`src/rtl/lsu_pkg.sv`:
```
// rtl/lsu_pkg.sv - shared funct3 codes, FSM states and request check for lsu_subword
package lsu_pkg;

  localparam logic [2:0] F3_B  = 3'b000;
  localparam logic [2:0] F3_H  = 3'b001;
  localparam logic [2:0] F3_W  = 3'b010;
  localparam logic [2:0] F3_BU = 3'b100;
  localparam logic [2:0] F3_HU = 3'b101;

  typedef enum logic [2:0] {
    IDLE   = 3'd0,
    LOAD   = 3'd1,
    RMW_RD = 3'd2,
    WRITE  = 3'd3,
    RESP   = 3'd4
  } state_t;

  // Returns 1 when a request must be answered with an error and never touch memory.
  function automatic logic req_error(input logic        store,
                                     input logic [2:0]  f3,
                                     input logic [31:0] addr,
                                     input logic [31:0] words);
    logic legal;
    logic misal;
    logic oor;
    if (store) legal = (f3 == F3_B) || (f3 == F3_H) || (f3 == F3_W);
    else       legal = (f3 == F3_B) || (f3 == F3_H) || (f3 == F3_W) ||
                       (f3 == F3_BU) || (f3 == F3_HU);
    misal = (((f3 == F3_H) || (f3 == F3_HU)) && addr[0]) ||
            ((f3 == F3_W) && (addr[1:0] != 2'b00));
    oor   = {2'b00, addr[31:2]} >= words;
    return !legal || misal || oor;
  endfunction

endpackage

```
`src/rtl/lsu_align.sv`:
```
// rtl/lsu_align.sv - combinational lane extract (loads) and lane merge (sub-word stores)
// Ports:
//   i_word    : word read from memory
//   i_wdata   : store data (low byte/half used for sb/sh)
//   i_lane    : byte offset addr[1:0]
//   i_funct3  : load/store size and signedness
//   o_extract : sign/zero-extended load result
//   o_merge   : i_word with the addressed lane replaced by store data
module lsu_align
  import lsu_pkg::*;
#(
  parameter int XLEN = 32
) (
  input  logic [XLEN-1:0] i_word,
  input  logic [XLEN-1:0] i_wdata,
  input  logic [1:0]      i_lane,
  input  logic [2:0]      i_funct3,
  output logic [XLEN-1:0] o_extract,
  output logic [XLEN-1:0] o_merge
);

  logic [7:0]  w_byte;
  logic [15:0] w_half;

  always_comb begin
    w_byte = i_word[7:0];
    case (i_lane)
      2'd0:    w_byte = i_word[7:0];
      2'd1:    w_byte = i_word[15:8];
      2'd2:    w_byte = i_word[23:16];
      default: w_byte = i_word[31:24];
    endcase
    w_half = i_lane[1] ? i_word[31:16] : i_word[15:0];
  end

  always_comb begin
    o_extract = i_word;
    case (i_funct3)
      F3_B:    o_extract = {{24{w_byte[7]}}, w_byte};
      F3_H:    o_extract = {{16{w_half[15]}}, w_half};
      F3_BU:   o_extract = {24'h0, w_byte};
      F3_HU:   o_extract = {16'h0, w_half};
      default: o_extract = i_word;
    endcase
  end

  always_comb begin
    o_merge = i_word;
    case (i_funct3)
      F3_B: begin
        case (i_lane)
          2'd0:    o_merge[7:0]   = i_wdata[7:0];
          2'd1:    o_merge[15:8]  = i_wdata[7:0];
          2'd2:    o_merge[23:16] = i_wdata[7:0];
          default: o_merge[31:24] = i_wdata[7:0];
        endcase
      end
      F3_H: begin
        if (i_lane[1]) o_merge[31:16] = i_wdata[15:0];
        else           o_merge[15:0]  = i_wdata[15:0];
      end
      default: o_merge = i_wdata;
    endcase
  end

endmodule

```
`src/rtl/lsu_subword.sv`:
```
// rtl/lsu_subword.sv - byte/halfword load-store unit in front of a word-only data memory
// Ports:
//   i_clk, i_reset          : clock, synchronous active-high reset
//   i_req_*/o_req_ready     : core request (valid/ready, accepted only in IDLE)
//   o_resp_done/err/rdata   : one-cycle completion pulse, error flag, load data
//   o_mem_a/wd/we, i_mem_rd : word memory (async read, sync full-word write)
module lsu_subword
  import lsu_pkg::*;
#(
  parameter int MEM_WORDS = 64,
  parameter int XLEN      = 32
) (
  input  logic            i_clk,
  input  logic            i_reset,
  input  logic            i_req_valid,
  output logic            o_req_ready,
  input  logic            i_req_store,
  input  logic [2:0]      i_req_funct3,
  input  logic [XLEN-1:0] i_req_addr,
  input  logic [XLEN-1:0] i_req_wdata,
  output logic            o_resp_done,
  output logic            o_resp_err,
  output logic [XLEN-1:0] o_resp_rdata,
  output logic [XLEN-1:0] o_mem_a,
  output logic [XLEN-1:0] o_mem_wd,
  output logic            o_mem_we,
  input  logic [XLEN-1:0] i_mem_rd
);

  localparam logic [31:0] LP_WORDS = 32'(MEM_WORDS);

  state_t          r_state;
  state_t          w_next;
  logic            r_store;
  logic [2:0]      r_funct3;
  logic [XLEN-1:0] r_addr;
  logic [XLEN-1:0] r_wdata;
  logic            r_err;
  logic [XLEN-1:0] r_merge;
  logic [XLEN-1:0] r_rdata;

  logic            w_req_err;
  logic            w_accept;
  logic [XLEN-1:0] w_extract;
  logic [XLEN-1:0] w_merge;

  assign w_req_err = req_error(i_req_store, i_req_funct3, i_req_addr, LP_WORDS);
  assign w_accept  = (r_state == IDLE) && i_req_valid;

  // One aligner serves both LOAD (extract) and RMW_RD (merge); both look at the latched request.
  lsu_align #(.XLEN(XLEN)) u_align (
    .i_word    (i_mem_rd),
    .i_wdata   (r_wdata),
    .i_lane    (r_addr[1:0]),
    .i_funct3  (r_funct3),
    .o_extract (w_extract),
    .o_merge   (w_merge)
  );

  always_ff @(posedge i_clk) begin
    if (i_reset) r_state <= IDLE;
    else         r_state <= w_next;
  end

  always_comb begin
    w_next = r_state;
    case (r_state)
      IDLE: begin
        if (i_req_valid) begin
          if (w_req_err)                  w_next = RESP;
          else if (!i_req_store)          w_next = LOAD;
          else if (i_req_funct3 == F3_W)  w_next = WRITE;
          else                            w_next = RMW_RD;
        end
      end
      LOAD:    w_next = RESP;
      RMW_RD:  w_next = WRITE;
      WRITE:   w_next = RESP;
      RESP:    w_next = IDLE;
      default: w_next = IDLE;
    endcase
  end

  always_ff @(posedge i_clk) begin
    if (i_reset) begin
      r_store  <= 1'b0;
      r_funct3 <= 3'b000;
      r_addr   <= '0;
      r_wdata  <= '0;
      r_err    <= 1'b0;
      r_merge  <= '0;
      r_rdata  <= '0;
    end else begin
      if (w_accept) begin
        r_store  <= i_req_store;
        r_funct3 <= i_req_funct3;
        r_addr   <= i_req_addr;
        r_wdata  <= i_req_wdata;
        r_err    <= w_req_err;
      end
      if (r_state == LOAD)   r_rdata <= w_extract;
      if (r_state == RMW_RD) r_merge <= w_merge;
    end
  end

  // Write enable and done are gated by reset so an in-flight request dies without side effects.
  always_comb begin
    o_req_ready = (r_state == IDLE);
    o_resp_done = 1'b0;
    o_resp_err  = 1'b0;
    o_mem_a     = '0;
    o_mem_wd    = '0;
    o_mem_we    = 1'b0;
    case (r_state)
      LOAD, RMW_RD: begin
        o_mem_a = {r_addr[XLEN-1:2], 2'b00};
      end
      WRITE: begin
        o_mem_a  = {r_addr[XLEN-1:2], 2'b00};
        o_mem_we = !i_reset;
        o_mem_wd = (r_store && (r_funct3 == F3_W)) ? r_wdata : r_merge;
      end
      RESP: begin
        o_resp_done = !i_reset;
        o_resp_err  = r_err && !i_reset;
      end
      default: ;
    endcase
  end

  assign o_resp_rdata = r_rdata;

endmodule

```
`config.mk`:
```
export PLATFORM = sky130hd
export DESIGN_NAME = lsu_subword
export DESIGN_NICKNAME = d
export VERILOG_FILES = /design/src/rtl/lsu_pkg.sv /design/src/rtl/lsu_align.sv /design/src/rtl/lsu_subword.sv
export SDC_FILE = /design/constraint.sdc
export NUM_CORES = 1
export LEC_CHECK = 0
export ABC_AREA = 0
export ABC_CLOCK_PERIOD_IN_PS = 1800
export CAP_MARGIN = 20
export CORE_ASPECT_RATIO = 1.5
export CORE_MARGIN = 5
export CORE_UTILIZATION = 60
export DETAILED_ROUTE_END_ITERATION = 12
export DONT_BUFFER_PORTS = 1
export HOLD_SLACK_MARGIN = 0.06
export PLACE_DENSITY = 0.82
export SYNTH_ARGS = -nofsm -noshare
export SYNTH_HDL_FRONTEND = slang
export SYNTH_SLANG_ARGS = --single-unit
```
`constraint.sdc`:
```
create_clock -name i_clk -period 1.8 [get_ports i_clk]
set_input_delay 0.36 -clock i_clk [delete_from_list [all_inputs] [get_ports i_clk]]
set_output_delay 0.36 -clock i_clk [all_outputs]
set_load 0.01 [all_outputs]
```
### Word level (Yosys, flattened, before mapping)

Cells that the tools add are included.

| cells by class | value |
|---|---|
| multiplexer cells | 22 |
| magnitude comparators | 1 |
| reduce and logical (&&, ||, !) cells | 23 |
| equality and inequality tests | 15 |

Operators by type and width:

| kind | number |
|---|---|
| $pmux W32 S4 | 1 |
| $mux W32 | 3 |
| $pmux W32 S2 | 1 |
| $mux W16 | 3 |
| $mux W8 | 4 |
| $ge A30 B7 Y1 const B | 1 |
| $pmux W8 S3 | 1 |
| $eq A3 B3 Y1 const B | 5 |
| $eq A3 B2 Y1 const B | 4 |
| $eq A3 B1 Y1 const B | 3 |
| $logic_not A3 Y1 | 3 |
| $pmux W3 S3 | 1 |
| $logic_or A1 B1 Y1 | 8 |
| $mux W3 | 2 |
| $reduce_or A3 Y1 | 2 |
| $logic_and A1 B1 Y1 | 5 |
| $mux W1 | 5 |
| $eq A2 B1 Y1 const B | 1 |
| $eq A2 B2 Y1 const B | 1 |
| $logic_not A1 Y1 | 2 |
| $logic_not A2 Y1 | 1 |
| $mux W2 | 1 |
| $ne A2 B2 Y1 const B | 1 |
| $reduce_bool A2 Y1 | 1 |
| $reduce_or A2 Y1 | 1 |

| storage, ports and cells | value |
|---|---|
| output and inout port bits | 100 |
| bits in registers | 136 |
| logic and storage cells | 69 |

### Depth between registers and ports, before layout

| logic depth | value |
|---|---|
| word-level depth | 12 |
| depth in mapped cells | 7 |
| mapped depth without buffers | 4 |

### Hierarchy

A second synthesis with hierarchy kept.

| unflattened totals | value |
|---|---|
| cell total of the unflattened synthesis | 1001 |
| area, all modules | 6866.6 um2 |

By module, submodules not included:

| module | area an instance (um2) | cells an instance | seq. area each (um2) | times used |
|---|---|---|---|---|
| lsu_subword | 5506.5 | 766 | 2722.6 | 1 |
| lsu_align | 1360.1 | 235 | 0.0 | 1 |

### Worst setup path before layout

No wires, ideal clock.

| timing | value |
|---|---|
| kind | reg-to-output |
| start | register r_funct3[1] |
| end | output port o_mem_wd[10] |
| stages on the path, launching flop included | 7 |
| setup slack | 69 ps |
| data arrival time | 1371 ps |
| cell sequence | dfxtp_1 buf_2 and3_1 clkbuf_1 clkbuf_1 nand2_1 a21oi_1 |

| between the ends | value |
|---|---|
| longest elaborated chain between the ends | 4 |

RTL lines:

| item | RTL line | text |
|---|---|---|
| start, declared | lsu_subword.sv:35 | `logic [2:0] r_funct3;` |
| start signal, assigned | lsu_subword.sv:96 | `r_funct3 <= i_req_funct3;` |
| $eq A3 B2 Y1 | lsu_subword.sv:121 | `o_mem_wd = (r_store && (r_funct3 == F3_W)) ? r_wdata : r_merge;` |
| $logic_and A1 B1 Y1 | lsu_subword.sv:121 |  |
| $mux W32 | lsu_subword.sv:121 |  |
| $mux W32 | lsu_subword.sv:114 | `case (r_state)` |
| end, declared | lsu_subword.sv:25 | `output logic [XLEN-1:0] o_mem_wd,` |

Every way passes these cells.

### Worst setup path after layout

| timing | value |
|---|---|
| start | register r_state[0] |
| end | output port o_mem_wd[11] |

| between the ends | value |
|---|---|
| longest elaborated chain between the ends | 2 |

RTL lines:

| item | RTL line | text |
|---|---|---|
| start, declared | lsu_subword.sv:32 | `state_t r_state;` |
| start signal, assigned | lsu_subword.sv:62 | `else r_state <= w_next;` |
| $eq A3 B2 Y1 | lsu_subword.sv:114 |  |
| $mux W32 | lsu_subword.sv:114 |  |

Every way passes these cells.

==> impl_results.md <==
* CTS sink count at roughly 140
* Global route overflow at 0
* Worst path cell trace: buf_6 > nand3b_1 > buf_6 > buf_12 > a21oi_4 > buf_6
* Drt pass-1 iters at 6
* TNS Setup at -7270 ps
* Hpwl dp at 15.2 mm
* CTS Buffer Depth at 2
* CTS tree: built
* Crit-path slowest cell: dfxtp_2
* Setup ws final at -239 ps
* Total of max-cap violations at 0
* Hold Crit Class: in -> reg
* Vias in the first global route at approximately 6800
* DRC violations left at 0
* Initial Utilization at about three fifths
* Psw at between 1.5 and 2 mW
* Leakage at 3.09 nW
* Reg power frac at 41.4%
* Crit path DAT at 1680 ps
* PD cells at roughly 880 mW/mm2
* Layout Nets at between 1000 and 1500
* ANT nets after route at 0
* CP peak stage delay at roughly 350 ps
* GRT Overall Usage at 33.0%
* Mapped Avg Cell Area at 7.46 um2
* Rows at 48
* CORE AREA at between 0.01 and 0.015 mm2
* WP data required at roughly 1400 ps
* Hold Fails Final Rpt at 0
* Switching share of power at a little under a quarter
* Top_reg_cell synth: dfxtp_1
* Layout area overhead at 27.0%
* Layout Skew at 9.23 ps
* DP Worst Slack at around 110 ps
* Root Buffer: clkbuf_16
* Leading area contributor after synthesis: dfxtp_1
* Largest net degree at the start of global routing at 150
* DR iter-0 viols at 847
* Post-synth ARST share at 0%
* Antenna violations before repair at 0
* Final instance area at 0.00878 mm2
* Via count at 7104
* Crit Path Class: reg -> out
* Mapped Cells at 926
* Failing checks: negative setup slack
* #FFs+latches synth at approximately 140
* Placer congestion estimate at 0.906
* Fin crit share at 113%
* Share of cells above drive strength 1 at a little under a quarter
* Outcome: finished with violations
* RSZ-0062 raised after global routing: true
* Relative slew margins at between 60% and 70%
* Post-synth top area share at between 30 and 40%
* Clock power share at 50.2%
* Crit end category: output pin
* Worst setup SP type: flip-flop
* I/O pins at 203
* Endpoints failing setup at 69
* Total Wirelength at 25.1 mm
* Register area share after synthesis at slightly below 40%
* Logic pwr share at around 8.5%
* H-tree Lvls at 4
* DIE AREA at approximately 0.014 mm2
* Die X at roughly 98 um
* Crit-path most repeated cell: buf_6
* P_int at a little under 6 mW
* Period minus WS final at 2040 ps
* First-pass GRT wire length at about 36 mm
* Max-slew violation count at 0
* DR WL/cell at 23.1 um
* Clock Latency Late Sink at approximately 420 ps
* Via-to-Cell Ratio at 6.54
* Yosys warning count at 0
* Mapped Area at 0.00691 mm2
* Number of synthesized flops with an enable pin at 0
* Worst VDD drop at 0.690 mV
* Antenna diode count at 0
* Fmax at approximately 490 MHz
* Synth unique cells at 50
* Crit-path max FO at 17
* Area contributors post-synth: dfxtp_1 39%, nand2_1 13%, a21oi_1 8.5%
* Die Span Y at 141 um
* Least-Margin Pin Slew at roughly 480 ps
* Clock transition at the registers of the reported paths at 60 ps
* Post-Place Cell Area at between 0.007 and 0.008 mm2
* Port bufs at 0
* CTS buffer count at 17
worst max-delay path, delay by kind of cell (launching register included):
family | cells | cell delay, ps
buffers and inverters | 4 | 590
AO/OA/AOI/OAI | 1 | 160
flip-flops | 1 | 350
AND/OR/NAND/NOR | 1 | 150
cell usage after synthesis, drive strengths merged, types with 13 or more instances:
library cell / count
and2: 36
a211oi: 47
o21ai: 27
nor2b: 15
clkbuf: 45
buf: 41
a21oi: 118
mux2i: 13
dfxtp: 136
nand2: 246
nor2: 62
a311oi: 16
path summary, 6_finish.rpt:
check	startpoint	to	slack, ps	cells after the start
worst min register to register	r_addr[27]	r_addr[27]	450	2
worst min-delay path	i_reset	r_addr[27]	7	1
worst max-delay path	r_state[0]	o_mem_wd[11]	-240	6
worst max register to register	r_state[0]	r_merge[27]	-40	8
per-stage QoR:
| stage | instances | utilization [%] | hold slack [ps] | power (mW) |
|---|---|---|---|---|
| after detailed placement | 1033 | 62.5 | 436 | 3.85 |
| after floorplan | 927 | - | 432 | 3.72 |
| after CTS | 1081 | 73.3 | 1.61 | 7.72 |
| after global routing | 1087 | 76.9 | 5.43 | 7.99 |
| after global placement | 1033 | 62.5 | 431 | 3.84 |
| final | 1087 | 76.9 | 6.92 | 7.76 |
cell type report:
type,count,area [um2]
timing repair buffer,64,843
multi-input combinational,702,4330
inverter,3,11.3
clock inverter,11,193
sequential,136,2740
fill,789,2640
clock buffer,21,470
tap,150,188
flip-flops by register name, indices dropped and copies added, names as in the netlist:
register / flops
r_store: 1
r_err: 1
r_addr: 32
o_resp_rdata: 32
r_funct3: 3
r_wdata: 32
r_state: 3
r_merge: 32
power groups by stage:
stage	sequential, mW	combinational (mW)	clock [mW]
6_report	3.21	0.658	3.89
5_1_grt	3.22	0.720	4.05
4_1_cts	3.19	0.611	3.91
3_5_place_dp	3.25	0.599	0
3_3_place_gp	3.25	0.594	0
2_1_floorplan	3.21	0.507	0
per-layer routing:
| metal | wire (um) | GRT usage, % |
|---|---|---|
| met1 | 8330 | 34.2 |
| met2 | 12000 | 56.3 |
| met3 | 2890 | 11.1 |
| met4 | 1920 | 22.5 |
| met5 | 0 | 0 |
what timing repair did:
action,in CTS,in global routing
buffers inserted,11,5
hold endpoints to repair,122,75
gates resized for setup,99,72
gates cloned,6,3
pin swaps,30,24
setup endpoints to repair,65,102
layout by cell type, fill, tap and decap left out, drive strengths merged, types with 2 or more instances in the layout:
cell,count
inv,4
nand3b,6
dfxtp,136
o32ai,8
o211ai,8
clkinv,3
o21a,2
or2,2
a21oi,118
o31a,2
nor4,8
mux2i,13
nand2b,9
nor2b,15
a31o,3
nor2,62
a211oi,47
bufinv,5
nand4,2
nor3,3
a22oi,9
a2111oi,2
nor4b,2
a311oi,16
clkbuf,24
nor4bb,4
clkinvlp,2
mux2,7
a21o,4
and3,10
and2,36
nand3,10
nor3b,9
nand2,246
conb,2
a2bb2oi,4
o21ai,27
buf,61
logic make-up after synthesis:
group | count (synthesis) | share of synthesized area (%)
AOI/OAI and AO/OA | 255 | 23.5
buffers and inverters | 89 | 6.08
DFF | 136 | 39.4
muxes | 20 | 3.13
other | 1 | 0.0543
and+or+nand+nor | 425 | 27.8
No activity file was read; power rests on OpenSTA's default activity.
